$ cat config.mk
export PLATFORM = sky130hd
export DESIGN_NAME = mc_control
export DESIGN_NICKNAME = d
export VERILOG_FILES = /design/src/rtl/rv_ctrl_pkg.sv /design/src/rtl/alu_decoder.sv /design/src/rtl/mc_control.sv
export SDC_FILE = /design/constraint.sdc
export NUM_CORES = 1
export LEC_CHECK = 0
export CORE_ASPECT_RATIO = 1.1
export CORE_MARGIN = 2
export CORE_UTILIZATION = 40
export CTS_CLUSTER_SIZE = 12
export DETAILED_ROUTE_END_ITERATION = 6
export HOLD_SLACK_MARGIN = 0.1
export PLACE_DENSITY_LB_ADDON = 0.1
export SYNTH_ARGS = -nofsm -noshare
export SYNTH_HDL_FRONTEND = slang
export SYNTH_HIERARCHICAL = 1
export SYNTH_SLANG_ARGS = --single-unit
$ cat constraint.sdc
create_clock -name clk -period 2.9 [get_ports clk]
set_clock_uncertainty 0.05 [all_clocks]
set_input_delay 0.435 -clock clk [delete_from_list [all_inputs] [get_ports clk]]
set_output_delay 0.435 -clock clk [all_outputs]
set_load 0.02 [all_outputs]
$ cat src/rtl/rv_ctrl_pkg.sv
// rv_ctrl_pkg: shared state, opcode and ALU operation encodings for control and datapath
package rv_ctrl_pkg;
  localparam logic [2:0] S_IF  = 3'd0;
  localparam logic [2:0] S_ID  = 3'd1;
  localparam logic [2:0] S_EX  = 3'd2;
  localparam logic [2:0] S_MEM = 3'd3;
  localparam logic [2:0] S_WB  = 3'd4;
  localparam logic [6:0] OPC_R   = 7'b0110011;
  localparam logic [6:0] OPC_I   = 7'b0010011;
  localparam logic [6:0] OPC_LW  = 7'b0000011;
  localparam logic [6:0] OPC_SW  = 7'b0100011;
  localparam logic [6:0] OPC_BEQ = 7'b1100011;
  localparam logic [3:0] ALU_AND = 4'b0000;
  localparam logic [3:0] ALU_OR  = 4'b0001;
  localparam logic [3:0] ALU_ADD = 4'b0010;
  localparam logic [3:0] ALU_XOR = 4'b0101;
  localparam logic [3:0] ALU_SUB = 4'b0110;
  localparam logic [3:0] ALU_SLT = 4'b0111;
  localparam logic [3:0] ALU_SRL = 4'b1000;
  localparam logic [3:0] ALU_SLL = 4'b1001;
  localparam logic [3:0] ALU_SRA = 4'b1010;
  typedef enum logic [2:0] {OP_R, OP_I, OP_LW, OP_SW, OP_BEQ, OP_NOP} op_class_e;
  // Anything not recognised becomes a NOP that only advances the PC.
  function automatic op_class_e op_class(input logic [6:0] opc);
    return opc == OPC_R ? OP_R : opc == OPC_I ? OP_I : opc == OPC_LW ? OP_LW :
           opc == OPC_SW ? OP_SW : opc == OPC_BEQ ? OP_BEQ : OP_NOP;
  endfunction
endpackage

$ cat src/rtl/alu_decoder.sv
// alu_decoder: instruction class and funct fields to ALU operation select
module alu_decoder
  import rv_ctrl_pkg::*;
(
  input  op_class_e   cls_i,
  input  logic [2:0]  funct3_i,
  input  logic        funct7b5_i,
  output logic [3:0]  alu_ctrl_o
);
  logic [3:0] arith;
  // funct7[5] only selects SUB for R-type and SRA for both shift-right forms.
  always_comb begin
    case (funct3_i)
      3'b000:  arith = (cls_i == OP_R && funct7b5_i) ? ALU_SUB : ALU_ADD;
      3'b001:  arith = ALU_SLL;
      3'b010:  arith = ALU_SLT;
      3'b100:  arith = ALU_XOR;
      3'b101:  arith = funct7b5_i ? ALU_SRA : ALU_SRL;
      3'b110:  arith = ALU_OR;
      3'b111:  arith = ALU_AND;
      default: arith = ALU_ADD;
    endcase
    alu_ctrl_o = (cls_i == OP_R || cls_i == OP_I) ? arith : cls_i == OP_BEQ ? ALU_SUB : ALU_ADD;
  end
endmodule

$ cat src/rtl/mc_control.sv
// mc_control: multi-cycle IF/ID/EX/MEM/WB control FSM decoding the latched instruction
module mc_control
  import rv_ctrl_pkg::*;
(
  input  logic        clk,
  input  logic        rst,
  input  logic [31:0] instr,
  input  logic        Zero,
  input  logic        mem_ready,
  output logic        ALUSrc,
  output logic        RegWrite,
  output logic        MemToReg,
  output logic        PCSrc,
  output logic        loadPC,
  output logic        MemRead,
  output logic        MemWrite,
  output logic [3:0]  ALUCtrl,
  output logic [2:0]  state
);
  logic [2:0]  state_q, state_d;
  logic [31:0] instr_q;
  logic        zero_q;
  op_class_e   cls;
  logic [3:0]  alu;
  logic        exe, mem, wb, mem_op;
  assign cls    = op_class(instr_q[6:0]);
  assign mem_op = cls == OP_LW || cls == OP_SW;
  alu_decoder u_dec (
    .cls_i      (cls),
    .funct3_i   (instr_q[14:12]),
    .funct7b5_i (instr_q[30]),
    .alu_ctrl_o (alu)
  );
  // Next state; WB and the unused codes 5-7 all return to IF.
  always_comb
    state_d = state_q == S_IF  ? S_ID :
              state_q == S_ID  ? S_EX :
              state_q == S_EX  ? (mem_op ? S_MEM : S_WB) :
              state_q == S_MEM ? (mem_ready ? S_WB : S_MEM) : S_IF;
  // State, instruction latch at end of IF, zero flag capture at end of EX.
  always_ff @(posedge clk)
    if (rst) begin
      state_q <= S_IF;
      instr_q <= '0;
      zero_q  <= 1'b0;
    end else begin
      state_q <= state_d;
      if (state_q == S_IF) instr_q <= instr;
      if (state_q == S_EX) zero_q <= Zero;
    end
  // Outputs are gated by rst so an aborted access drops in the cycle reset is seen.
  always_comb begin
    mem      = !rst && state_q == S_MEM;
    wb       = !rst && state_q == S_WB;
    exe      = !rst && (state_q == S_EX || state_q == S_MEM || state_q == S_WB);
    state    = rst ? S_IF : state_q;
    ALUCtrl  = exe ? alu : 4'b0000;
    ALUSrc   = exe && (cls == OP_I || mem_op);
    MemRead  = mem && cls == OP_LW;
    MemWrite = mem && cls == OP_SW;
    loadPC   = wb;
    PCSrc    = wb && cls == OP_BEQ && zero_q;
    RegWrite = wb && (cls == OP_R || cls == OP_I || cls == OP_LW);
    MemToReg = wb && cls == OP_LW;
  end
endmodule

==> flow_metrics.py <==
metrics = {
    "run_status": {
        "outcome": "finished clean",
    },
    "timing": {
        "hold_viol_final": 0,
        "drv_slew": 0,
        "tightestPinTransition_ps": 384.1,
        "fin_tns_setup_ps": 0,
        "setup_violations": 0,
        "fmax_mhz": 365.3,
        "relSlewSlack": 0.7436,
        "rsz0062_at_grt": "false",
        "period_share": 0.9440,
        "layout_min_cycle_time_ps": 2738,
    },
    "placement": {
        "place_inst": 168,
        "gp_congestion": 0.7305,
        "dpl.hpwl_um": 1376,
        "io_buffers": 28,
    },
    "worst_setup_path": {
        "worst-setup-path-type": "input pin to output pin",
        "crit_path_start_kind": "input pin",
        "required_ps": 2410,
        "crit_fanout": 4,
        "arrival_ps": 2250,
        "worstSetupEndpointType": "output pin",
    },
    "synth": {
        "ys_top_cells_by_count": "nand2_1, dfxtp_1, a21oi_1, nor2_1, nor3_1",
        "synth-edff-count": 0,
        "yosysUniqueCellTypes": 32,
        "yosys_most_used_dff": "dfxtp_1",
        "ys_ff_latch": 15,
        "yosysMostFrequentCell": "nand2_1",
        "syn-num-nets": 153,
        "yosysWarnings": 6,
        "synth.top_cells.by_area": "dfxtp_1, nand2_1, a21oi_1, and2_1, nor3_1",
        "netlist_area_sq_um": 882.1,
        "yosysTopAreaCellShare": 0.3404,
        "syn_inst": 117,
        "ys_async_sr_fraction": 0,
        "yosysTopAreaCell": "dfxtp_1",
        "avgSynthCellArea_sq_um": 7.539,
        "yosysSeqAreaShare": 0.3404,
    },
    "clock_tree": {
        "clockBufferDepth": 2,
        "cts_buffers": 3,
        "cts_root_buffer": "clkbuf_4",
        "path_clk_slew_ps": 90,
        "numClockSinks": 15,
        "cts_tree": "done",
        "insertion_delay_ps": 290,
        "cts_setup_buffers": 0,
        "cts.htree.levels": 1,
    },
    "grt": {
        "grt_start_max_net_pins": 18,
        "grt_use_total": 0.1576,
        "grt_antenna_before_repair": 0,
        "grt_pass1_vias": 759,
        "grt_pass1_wl_um": 3111,
        "grt-ovfl-total": 0,
    },
    "floorplan": {
        "die_y_um": 53.25,
        "start_util": 0.4320,
        "dieArea_sq_um": 2597,
        "dieWidth_um": 48.78,
        "num_rows": 17,
        "ioPinCount": 50,
        "core_sq_um": 2042,
    },
    "finish": {
        "syn_to_final_growth_pct": 36.45,
        "final_nets": 181,
        "drive_above_1_share": 0.09028,
        "fin_cells": 172,
        "fillers": 213,
        "n_antenna_cell": 0,
    },
    "power": {
        "power.leakage_nw": 0.4564,
        "p_total_mw": 0.4959,
        "vdd_drop_max_mv": 0.2727,
        "powerDensity_nw_per_um2": 412.0,
    },
    "min_path": {
        "hold_class": "flop to flop",
    },
    "routing": {
        "drc": 0,
        "viasPerCell": 4.936,
        "vias": 849,
        "wl_per_cell_um": 10.52,
        "finalWirelength_um": 1810,
        "drt-initial-drc-count": 7,
        "ant_nets": 0,
        "drt_first_pass_iters": 4,
    },
    "run": {
        "drv_cap": 0,
    },
}
-- layer usage --
metal / track usage / up-vias / part of all wire
met3: 0.02542 / 5 / 0.033
met1: 0.1810 / 380 / 0.47
met2: 0.2831 / 21 / 0.47
li1: - / 443 / -
met5: 0 / - / 0
met4: 0.08571 / 0 / 0.024
-- cell families (layout without fill, tap and decap cells) --
kind of cell | Yosys count | in the layout | synth area share
AOI/OAI and AO/OA | 21 | 21 | 0.1475
xor gates and xnor gates | 3 | 3 | 0.02979
buffers and inverters | 12 | 39 | 0.07091
DFF | 15 | 15 | 0.3404
and+or+nand+nor | 66 | 66 | 0.4114
-- repair_timing --
| item | in CTS | in global routing |
|---|---|---|
| cloned | 0 | 0 |
| setup endpoints to repair | 1 | 1 |
| resized for setup | 1 | 1 |
| hold buffers | 0 | 0 |
| pin swaps | 0 | 0 |
-- metrics by stage --
step	worst slack, ps	hold WS [ps]	area, sq um	util
finish	162.4	410.8	1204	0.5895
global route	83.01	444.0	1204	0.5895
CTS	81.11	414.8	1199	0.5870
detailed placement	154.4	401.6	1172	0.5741
global placement	167.1	394.2	1172	0.5741
floorplan	861.1	384.0	882.1	-
-- critical path, cell delays in order --
cell	delay, ps
clkdlybuf4s50_1	420
or4b_4	520
nor2_1	90
and4_1	180
clkdlybuf4s50_1	600
-- state kept, by name, indices dropped and copies added, names as in the netlist --
register  cells
instr_q      11
state_q       3
zero_q        1
-- report_power, final --
part,switching (mW),leakage [nW],internal (mW)
combinational,0.0564,0.315,0.0629
sequential,0.0284,0.124,0.227
clock,0.0702,0.0177,0.0514
total,0.155,0.456,0.341
-- cells in the final DEF (no fill, tap or decap), drive strengths merged --
master         count
a21oi             14
inv                4
o211ai             1
and3b              1
nand3              4
clkbuf             3
nand4bb            1
or4b               1
o21bai             1
nor2               6
nor3               6
or3                3
nand2             25
dfxtp             15
clkinv             1
xor2               2
and2               5
and4               1
a221oi             1
nand3b             1
nand2b             4
xnor2              1
o2111a             1
and2b              1
clkdlybuf4s50     27
or3b               1
buf                3
nor2b              4
o21ai              3
or2                1
nor3b              1
dlygate4sd2        1
-- final cells by class --
| type | instances | area, sq um | share of cell area |
|---|---|---|---|
| clock buffer | 3 | 22.52 | 0.01871 |
| clock inverter | 1 | 5.005 | 0.004158 |
| inverter | 4 | 15.01 | 0.01247 |
| multi-input combinational | 90 | 524.3 | 0.4356 |
| sequential | 15 | 300.3 | 0.2495 |
| tap | 28 | 35.03 | 0.02911 |
| timing repair buffer | 31 | 301.5 | 0.2505 |
-- path summary, 6_finish.rpt --
| check | from | slack [ps] | depth (start not counted) | to |
|---|---|---|---|---|
| hold / removal | instr_q[3]$_SDFFE_PP0P_ | 410 | 2 | instr_q[3]$_SDFFE_PP0P_ |
| hold reg to reg | instr_q[3]$_SDFFE_PP0P_ | 410 | 2 | instr_q[3]$_SDFFE_PP0P_ |
| setup reg to reg | state_q[0]$_SDFF_PP0_ | 1540 | 3 | instr_q[14]$_SDFFE_PP0P_ |
| setup / recovery | rst | 160 | 5 | PCSrc |
Note: power is estimated with default switching activity, not from simulation.
